`src/rtl/sfifo_pkg.sv`:
```
// sfifo_pkg: shared constants and sizing helpers for the synchronous FIFO.
//   SFIFO_STD / SFIFO_FWFT : read-mode selectors for the FWFT parameter
//   sfifo_cnt_w()          : width of an occupancy counter holding 0..depth
//   sfifo_ptr_w()          : width of a pointer addressing 0..depth-1
package sfifo_pkg;

   localparam int unsigned SFIFO_STD  = 0;
   localparam int unsigned SFIFO_FWFT = 1;

   function automatic int unsigned sfifo_cnt_w(input int unsigned depth);
      return $clog2(depth + 1);
   endfunction

   function automatic int unsigned sfifo_ptr_w(input int unsigned depth);
      return (depth > 1) ? $clog2(depth) : 1;
   endfunction

endpackage

```
`src/rtl/sfifo_ram.sv`:
```
// sfifo_ram: FIFO storage array, one synchronous write port, one asynchronous
// read port, no reset (contents survive a FIFO reset).
//   clk     : write clock
//   we      : write enable
//   waddr   : write address
//   wdata   : write data
//   raddr   : read address
//   rd_data : read data, combinational from raddr
module sfifo_ram
   import sfifo_pkg::*;
#(
   parameter int unsigned WIDTH = 8,
   parameter int unsigned DEPTH = 8
) (
   input  logic                          clk,
   input  logic                          we,
   input  logic [sfifo_ptr_w(DEPTH)-1:0] waddr,
   input  logic [WIDTH-1:0]              wdata,
   input  logic [sfifo_ptr_w(DEPTH)-1:0] raddr,
   output logic [WIDTH-1:0]              rd_data
);

   logic [WIDTH-1:0] mem [DEPTH];

   // Write port
   always_ff @(posedge clk) begin
      if (we) begin
         mem[waddr] <= wdata;
      end
   end

   // Asynchronous read port
   assign rd_data = mem[raddr];

endmodule

```
`src/rtl/param_sync_fifo.sv`:
```
// param_sync_fifo: single-clock FIFO with occupancy count, full/empty and
// programmable almost-full/almost-empty flags, standard or FWFT read mode.
// Optional macro SFIFO_ERR_FLAGS_EN adds sticky overflow/underflow ports.
//   clk, rst      : clock, asynchronous active-high reset
//   w_en, data_in : write request and data (dropped while full)
//   r_en          : read request (ignored while empty)
//   data_out      : read data (registered when FWFT=0, head entry when FWFT=1)
//   full, empty, almost_full, almost_empty : status flags
//   count         : current occupancy
//   overflow, underflow : sticky error flags (SFIFO_ERR_FLAGS_EN only)
module param_sync_fifo
   import sfifo_pkg::*;
#(
   parameter int unsigned WIDTH     = 8,
   parameter int unsigned DEPTH     = 8,
   parameter int unsigned AF_THRESH = DEPTH - 1,
   parameter int unsigned AE_THRESH = 1,
   parameter int unsigned FWFT      = SFIFO_STD
) (
   input  logic                          clk,
   input  logic                          rst,
   input  logic                          w_en,
   input  logic [WIDTH-1:0]              data_in,
   input  logic                          r_en,
   output logic [WIDTH-1:0]              data_out,
   output logic                          full,
   output logic                          empty,
   output logic                          almost_full,
   output logic                          almost_empty,
   output logic [sfifo_cnt_w(DEPTH)-1:0] count
`ifdef SFIFO_ERR_FLAGS_EN
   ,
   output logic                          overflow,
   output logic                          underflow
`endif
);

   localparam int unsigned CW = sfifo_cnt_w(DEPTH);
   localparam int unsigned PW = sfifo_ptr_w(DEPTH);

   logic [PW-1:0]    wr_ptr;
   logic [PW-1:0]    rd_ptr;
   logic [CW-1:0]    count_nxt;
   logic [WIDTH-1:0] ram_rdata;
   logic             wr_acc;
   logic             rd_acc;

   // Acceptance: full blocks writes, empty blocks reads
   assign wr_acc = w_en & ~full;
   assign rd_acc = r_en & ~empty;

   // Next occupancy; simultaneous accepted read and write cancel out
   always_comb begin
      count_nxt = count;
      case ({wr_acc, rd_acc})
         2'b10:   count_nxt = count + CW'(1);
         2'b01:   count_nxt = count - CW'(1);
         default: count_nxt = count;
      endcase
   end

   // Pointers, count and flags; flags are registered from next count
   always_ff @(posedge clk or posedge rst) begin
      if (rst) begin
         wr_ptr       <= '0;
         rd_ptr       <= '0;
         count        <= '0;
         full         <= 1'b0;
         empty        <= 1'b1;
         almost_full  <= 1'b0;
         almost_empty <= 1'b1;
      end else begin
         if (wr_acc) begin
            wr_ptr <= (wr_ptr == PW'(DEPTH - 1)) ? '0 : wr_ptr + PW'(1);
         end
         if (rd_acc) begin
            rd_ptr <= (rd_ptr == PW'(DEPTH - 1)) ? '0 : rd_ptr + PW'(1);
         end
         count        <= count_nxt;
         full         <= (count_nxt == CW'(DEPTH));
         empty        <= (count_nxt == '0);
         almost_full  <= (count_nxt >= CW'(AF_THRESH));
         almost_empty <= (count_nxt <= CW'(AE_THRESH));
      end
   end

   sfifo_ram #(
      .WIDTH (WIDTH),
      .DEPTH (DEPTH)
   ) u_ram (
      .clk     (clk),
      .we      (wr_acc),
      .waddr   (wr_ptr),
      .wdata   (data_in),
      .raddr   (rd_ptr),
      .rd_data (ram_rdata)
   );

   // Read data path
   if (FWFT == SFIFO_FWFT) begin : g_fwft
      // Head entry shown directly; forced to zero while empty
      assign data_out = empty ? '0 : ram_rdata;
   end else begin : g_std
      always_ff @(posedge clk or posedge rst) begin
         if (rst) begin
            data_out <= '0;
         end else if (rd_acc) begin
            data_out <= ram_rdata;
         end
      end
   end

`ifdef SFIFO_ERR_FLAGS_EN
   // Sticky error flags, cleared only by reset
   always_ff @(posedge clk or posedge rst) begin
      if (rst) begin
         overflow  <= 1'b0;
         underflow <= 1'b0;
      end else begin
         overflow  <= overflow  | (w_en & full);
         underflow <= underflow | (r_en & empty);
      end
   end
`endif

endmodule

```
`config.mk`:
```
export PLATFORM = sky130hd
export DESIGN_NAME = param_sync_fifo
export DESIGN_NICKNAME = d
export VERILOG_FILES = /design/src/rtl/sfifo_pkg.sv /design/src/rtl/sfifo_ram.sv /design/src/rtl/param_sync_fifo.sv
export SDC_FILE = /design/constraint.sdc
export NUM_CORES = 1
export LEC_CHECK = 0
export BUFFER_PORTS_ARGS = -buffer_cell sky130_fd_sc_hd__buf_2
export CAP_MARGIN = 20
export CELL_PAD_IN_SITES_DETAIL_PLACEMENT = 1
export CELL_PAD_IN_SITES_GLOBAL_PLACEMENT = 2
export CORE_MARGIN = 3
export CORE_UTILIZATION = 25
export CTS_CLUSTER_SIZE = 12
export DETAILED_ROUTE_END_ITERATION = 12
export HOLD_SLACK_MARGIN = 0.15
export PLACE_DENSITY_LB_ADDON = 0.08
export SLEW_MARGIN = 10
export SYNTH_ARGS = -nofsm -noshare
export SYNTH_HDL_FRONTEND = slang
export SYNTH_SLANG_ARGS = --single-unit
```
`constraint.sdc`:
```
create_clock -name clk -period 3.1 [get_ports clk]
set_input_delay 0.465 -clock clk [delete_from_list [all_inputs] [get_ports clk]]
set_output_delay 0.465 -clock clk [all_outputs]
set_load 0.01 [all_outputs]
```
# Word level (Yosys, flattened, before mapping)

Memory sizes are Yosys's and may differ from the RTL's. A register that Yosys moved wholly into a read port is not among the register bits.
Index checks and enable logic that the tools add are counted.

Eq/ne operators: 5
Mux-type cells: 5
Magnitude comparators: 2
Reductions and logical operators: 1
Add/sub/neg operators: 4
Bitwise operators: 4

Operators with widths:

| operator                                                              | count |
|---|---|
| 4-bit one-hot mux with 2 select lines                                 | 1 |
| 3-bit by 1-bit adder with 3-bit output, second input constant         | 2 |
| 3-bit equality test, second input constant                            | 2 |
| 3-bit two-way mux                                                     | 2 |
| 4-bit by 1-bit adder with 4-bit output, second input constant         | 1 |
| 4-bit equality test, second input constant                            | 1 |
| 4-bit by 3-bit >= comparator with 1-bit output, second input constant | 1 |
| 4-bit by 1-bit <= comparator with 1-bit output, second input constant | 1 |
| 4-bit logical NOT                                                     | 1 |
| 4-bit by 1-bit subtractor with 4-bit output, second input constant    | 1 |
| 1-bit bitwise AND                                                     | 2 |
| 2-bit by 1-bit equality test with 1-bit output, second input constant | 1 |
| 2-bit equality test, second input constant                            | 1 |
| 1-bit two-way mux                                                     | 2 |
| 1-bit NOT                                                             | 2 |

Output and inout bits: 16
Memories: 1
RAM bits: 64
Register bits: 14
Logic and storage cells: 29

Memories:

| memory    | words | bits a word | rd ports | clocked after Yosys merged registers in | write ports | RTL line        | source |
|---|---|---|---|---|---|---|---|
| u_ram.mem | 8     | 8           | 1        | 1                                       | 1           | sfifo_ram.sv:23 | `logic [WIDTH-1:0] mem [DEPTH];` |

# Depth between registers and ports, before layout

Word-level depth: 5
Depth in mapped cells: 10
Depth with buffers taken out: 9

# Modules after synthesis

A second synthesis with hierarchy kept.

Cells, all modules: 218
Area, all modules: 3711.1 sq um

Modules (own cells, without submodules):

| module          | sequential area each (sq um) | times used | area each (sq um) | cells each |
|---|---|---|---|---|
| sfifo_ram       | 1921.8                       | 1          | 2531.2            | 106 |
| param_sync_fifo | 553.0                        | 1          | 1179.9            | 112 |

# Worst setup path before layout

OpenSTA, ideal clock, no wires.

Kind: reg2reg
From: reg empty
To: reg full
Stages on the path, launching flop included: 10
Arrival time: 2.383 ns
Period minus slack after synthesis: 2.477 ns
Setup slack: 0.623 ns
Required time: 3.006 ns
Buffers on the path: 1
Cells stage by stage: dfstp_2 -> nand2b_1 -> clkbuf_1 -> inv_1 -> ha_1 -> xor2_1 -> ha_1 -> mux2_2 -> or2_1 -> a211oi_1

Longest elaborated chain between the ends: 5
Elaborated cells between the ends (all ways): 6
Those cells by class: eq/ne (3); mux (1); bitwise (2)

RTL lines:

| what                                                                                  | RTL line              | source |
|---|---|---|
| start: declaration                                                                    | param_sync_fifo.sv:27 | `output logic empty,` |
| start signal: assignment                                                              | param_sync_fifo.sv:81 | `empty <= (count_nxt == '0);` |
| 1-bit NOT *                                                                           | param_sync_fifo.sv:50 | `assign rd_acc = r_en & ~empty;` |
| 1-bit bitwise AND *                                                                   | param_sync_fifo.sv:50 |  |
| 2-bit by 1-bit equality test with 1-bit output or 2-bit equality test (tied branches) | param_sync_fifo.sv:55 | `case ({wr_acc, rd_acc})` |
| 4-bit one-hot mux with 2 select lines *                                               | param_sync_fifo.sv:55 |  |
| net count_nxt[1]                                                                      | param_sync_fifo.sv:43 | `logic [CW-1:0] count_nxt;` |
| 4-bit equality test *                                                                 | param_sync_fifo.sv:80 | `full <= (count_nxt == CW'(DEPTH));` |
| end signal: assignment                                                                | param_sync_fifo.sv:80 |  |
| end: declaration                                                                      | param_sync_fifo.sv:26 | `output logic full,` |

Mark *: on every way through the listed nets, which the timed path passes. The rest lies on a longest branch.
A chain may end at the register's enable or synchronous reset.

# Final worst setup path

From: reg full
To: reg almost_empty

Longest elaborated chain between the ends: 5
Elaborated cells between the ends (all ways): 6
Those cells by class: order compare (1); eq/ne (2); mux (1); bitwise (2)

RTL lines:

| what                                                                                  | RTL line              | source |
|---|---|---|
| 1-bit NOT *                                                                           | param_sync_fifo.sv:49 | `assign wr_acc = w_en & ~full;` |
| 1-bit bitwise AND *                                                                   | param_sync_fifo.sv:49 |  |
| 2-bit by 1-bit equality test with 1-bit output or 2-bit equality test (tied branches) | param_sync_fifo.sv:55 |  |
| 4-bit one-hot mux with 2 select lines *                                               | param_sync_fifo.sv:55 |  |
| net count_nxt[2]                                                                      | param_sync_fifo.sv:43 |  |
| 4-bit by 1-bit <= comparator with 1-bit output *                                      | param_sync_fifo.sv:83 | `almost_empty <= (count_nxt <= CW'(AE_THRESH));` |
| end signal: assignment                                                                | param_sync_fifo.sv:83 |  |
| end: declaration                                                                      | param_sync_fifo.sv:29 | `output logic almost_empty,` |

Marked as above.

==> results.json <==
{
  "min_period_ps": 2430,
  "cts_max_path_buffers": 2,
  "maxSlewViolCount": 0,
  "power.switching_mw": 1.24,
  "intPower_mw": 2.81,
  "crit_chain": "nand2b_1, ha_1, xor2_1, ha_1, a21oi_2, mux2i_1, xnor2_1, nor4_1",
  "path_clk_slew_ps": 60,
  "netlist_top_cells_area": "edfxtp_1 56%, dfrtp_1 15%, mux4_2 10%",
  "ys_warn_count": 0,
  "ys_types": 32,
  "hold_viol": 0,
  "path_buf_inv": 0,
  "grt_overflow": 0,
  "boundaryPins": 28,
  "yosys.area.top_type": "edfxtp_1",
  "dieArea_sq_um": 15200,
  "tns_ps": 0,
  "netlist_area_sq_um": 3450,
  "p_clk_share_pct": 28.3,
  "syn_to_final_growth_pct": 21.8,
  "r2r_slack_ps": 670,
  "grt.total_usage_pct": 11.0,
  "drive_gt1_share_pct": 33.2,
  "drtAntennaViolNets": 0,
  "fp-row-count": 42,
  "ir_worst_vdd_uv": 271,
  "power.density_nw_per_um2": 964,
  "drc": 0,
  "gp_congestion": 0.740,
  "cp_data_arrival_time_ps": 2660,
  "grt_pass1_vias": 1922,
  "worst_slack_ps": 674,
  "syn_nets": 209,
  "p_leak_nw": 1.56,
  "initial_core_util_pct": 25.9,
  "vias": 1793,
  "totalPowerFinal_mw": 4.05,
  "layout_common_cells": "64 x edfxtp_1, 27 x buf_2, 20 x dfrtp_1",
  "worstSetupStartpointType": "flop",
  "setup_viol": 0,
  "fin_worst_skew_ps": 5.91,
  "synth-seq-cells": 86,
  "numCtsBuffers": 9,
  "worstSkewPairLatency_ps": 340,
  "pwr-share-seq_pct": 43.3,
  "cp_slowest_cell": "dfrtp_1",
  "antenna_cells": 0,
  "avgSynthCellArea_sq_um": 18.2,
  "cpMostUsedCell": "ha_1",
  "rsz0062_at_grt": "no",
  "maxCapViolCount": 0,
  "dieWidth_um": 123,
  "reg2regPathDepth": 8,
  "relSlewSlack_pct": 41.9,
  "cts_setup_buffers": 0,
  "yosysTopAreaCellShare_pct": 55.7,
  "hold_depth": 1,
  "layout.cells.most_common": "edfxtp_1",
  "drt_pass1_iterations": 4,
  "finalCritPeriodShare_pct": 78.3,
  "swShare_pct": 30.5,
  "slowest_delay_ps": 420,
  "wirelength_um": 7470,
  "fin_nets": 252,
  "drt-wirelength-per-cell_um": 18.0,
  "reg2reg_from": "full$_DFF_PP0_",
  "status": "finished clean",
  "holdPathEnd": "u_ram.mem[1][5]$_DFFE_PP_",
  "pwr-share-comb_pct": 28.5,
  "dp_hpwl_um": 4870,
  "chipHeight_um": 123,
  "drt_iter0_markers": 109,
  "ys_seq_area_share_pct": 71.7,
  "min_path_type": "in2reg",
  "r2r_end": "almost_empty$_DFF_PP1_",
  "io_buffers": 27,
  "worst_slew_pin_slew_ps": 871,
  "pre_cts_ws_ps": 624,
  "htree_num_levels": 3,
  "hp-start": "data_in[5]",
  "coreArea_sq_um": 13300,
  "cts_tree": "done",
  "viasPerCell": 4.33,
  "antenna_found_initial": 0,
  "final_core_util_pct": 31.5,
  "synthCells": 190,
  "critPathRequiredTime_ps": 3330,
  "fmax_mhz": 412,
  "worstSetupEndpointType": "flop",
  "critical-path-top-delay-family": "simple AND/OR/NAND/NOR gates",
  "critical_path_class": "reg2reg",
  "grt_pass1_wl_um": 11400,
  "cts.sinks": 86,
  "grt_max_degree": 23,
  "critPathMaxFanout": 10,
  "root_buffer": "clkbuf_16"
}
power groups by stage:
stage	clock network, mW	registers (mW)	logic [mW]
after global placement	0	1.77	1.15
after floorplan	0	1.71	0.833
final	1.14	1.75	1.15
after global routing	1.24	1.80	1.29
after detailed placement	0	1.79	1.18
after CTS	1.19	1.77	1.19
layer usage:
metal	up-vias	part of all wire, %	global-route usage (%)
li1	830	-	-
met1	921	46	13.9
met2	30	48	17.2
met3	12	3.5	2.79
met4	0	2.8	6.16
met5	-	0	0
worst max path at each step:
| stage | from | to | slack [ps] | cells past startpoint |
|---|---|---|---|---|
| global route | full$_DFF_PP0_ | almost_empty$_DFF_PP1_ | 400 | 8 |
| floorplan | empty$_DFF_PP1_ | full$_DFF_PP0_ | 620 | 9 |
| global placement | w_en | empty$_DFF_PP1_ | 730 | 8 |
| CTS | full$_DFF_PP0_ | almost_empty$_DFF_PP1_ | 630 | 8 |
| finish | full$_DFF_PP0_ | almost_empty$_DFF_PP1_ | 670 | 8 |
| detailed placement | w_en | almost_empty$_DFF_PP1_ | 620 | 9 |
Yosys cell counts (all sizes together):
library cell and instances:
mux2 5, a21o 3, a211oi 1, or2 1
ha 7, xnor2 2, nand2b 4, and3b 1
buf 4, mux2i 9, nand3b 1, mux4 16
clkbuf 4, nor4 3, nor3 7, and4b 1
edfxtp 64, nand3 1, dfstp 2, nor2b 3
dfrtp 20, xor2 1, a311o 1, o21ai 10
a21oi 2, and3 1, inv 2, nand2 10
nor2 4
logic make-up after synthesis:
kind of cell    after synthesis  share of synthesized area [%]
flops                        86                           71.7
simple gates                 37                           5.69
mux                          30                           14.7
compound gates               17                           3.01
buf+inv                      10                           1.60
fa+ha+maj                     7                           2.54
xor+xnor                      3                          0.762
layout make-up:
type                       count  area (sq um)
clock buffer                   9           225
multi-input combinational     94           921
sequential                    86          2470
timing repair buffer          40           255
inverter                       2          7.51
tap                          176           220
fill                        1405          9150
clock inverter                 7          97.6
worst reg2reg max path, cell delays in order, from the launching register on:
cell,delay (ps)
dfrtp_1,420
nand2b_1,320
ha_1,330
xor2_1,180
ha_1,200
a21oi_2,120
mux2i_1,230
xnor2_1,160
nor4_1,370
repair_timing:
| action | CTS | global route |
|---|---|---|
| gates resized for setup | 0 | 0 |
| endpoints found under the hold margin | 0 | 6 |
| hold buffers | 0 | 1 |
sequential cells by signal (all words and copies together), names as in the netlist:
signal / count
almost_empty: 1
almost_full: 1
full: 1
wr_ptr: 3
empty: 1
rd_ptr: 3
data_out: 8
u_ram.mem: 64
count: 4
per-stage QoR:
stage | hold WS [ps] | cells | area, sq um
floorplan | 453 | 190 | 3450
global placement | 465 | 396 | 3840
detailed placement | 474 | 396 | 3840
CTS | 375 | 412 | 4160
global route | 388 | 414 | 4200
finish | 390 | 414 | 4200
Power figures use the tool's default switching activity.
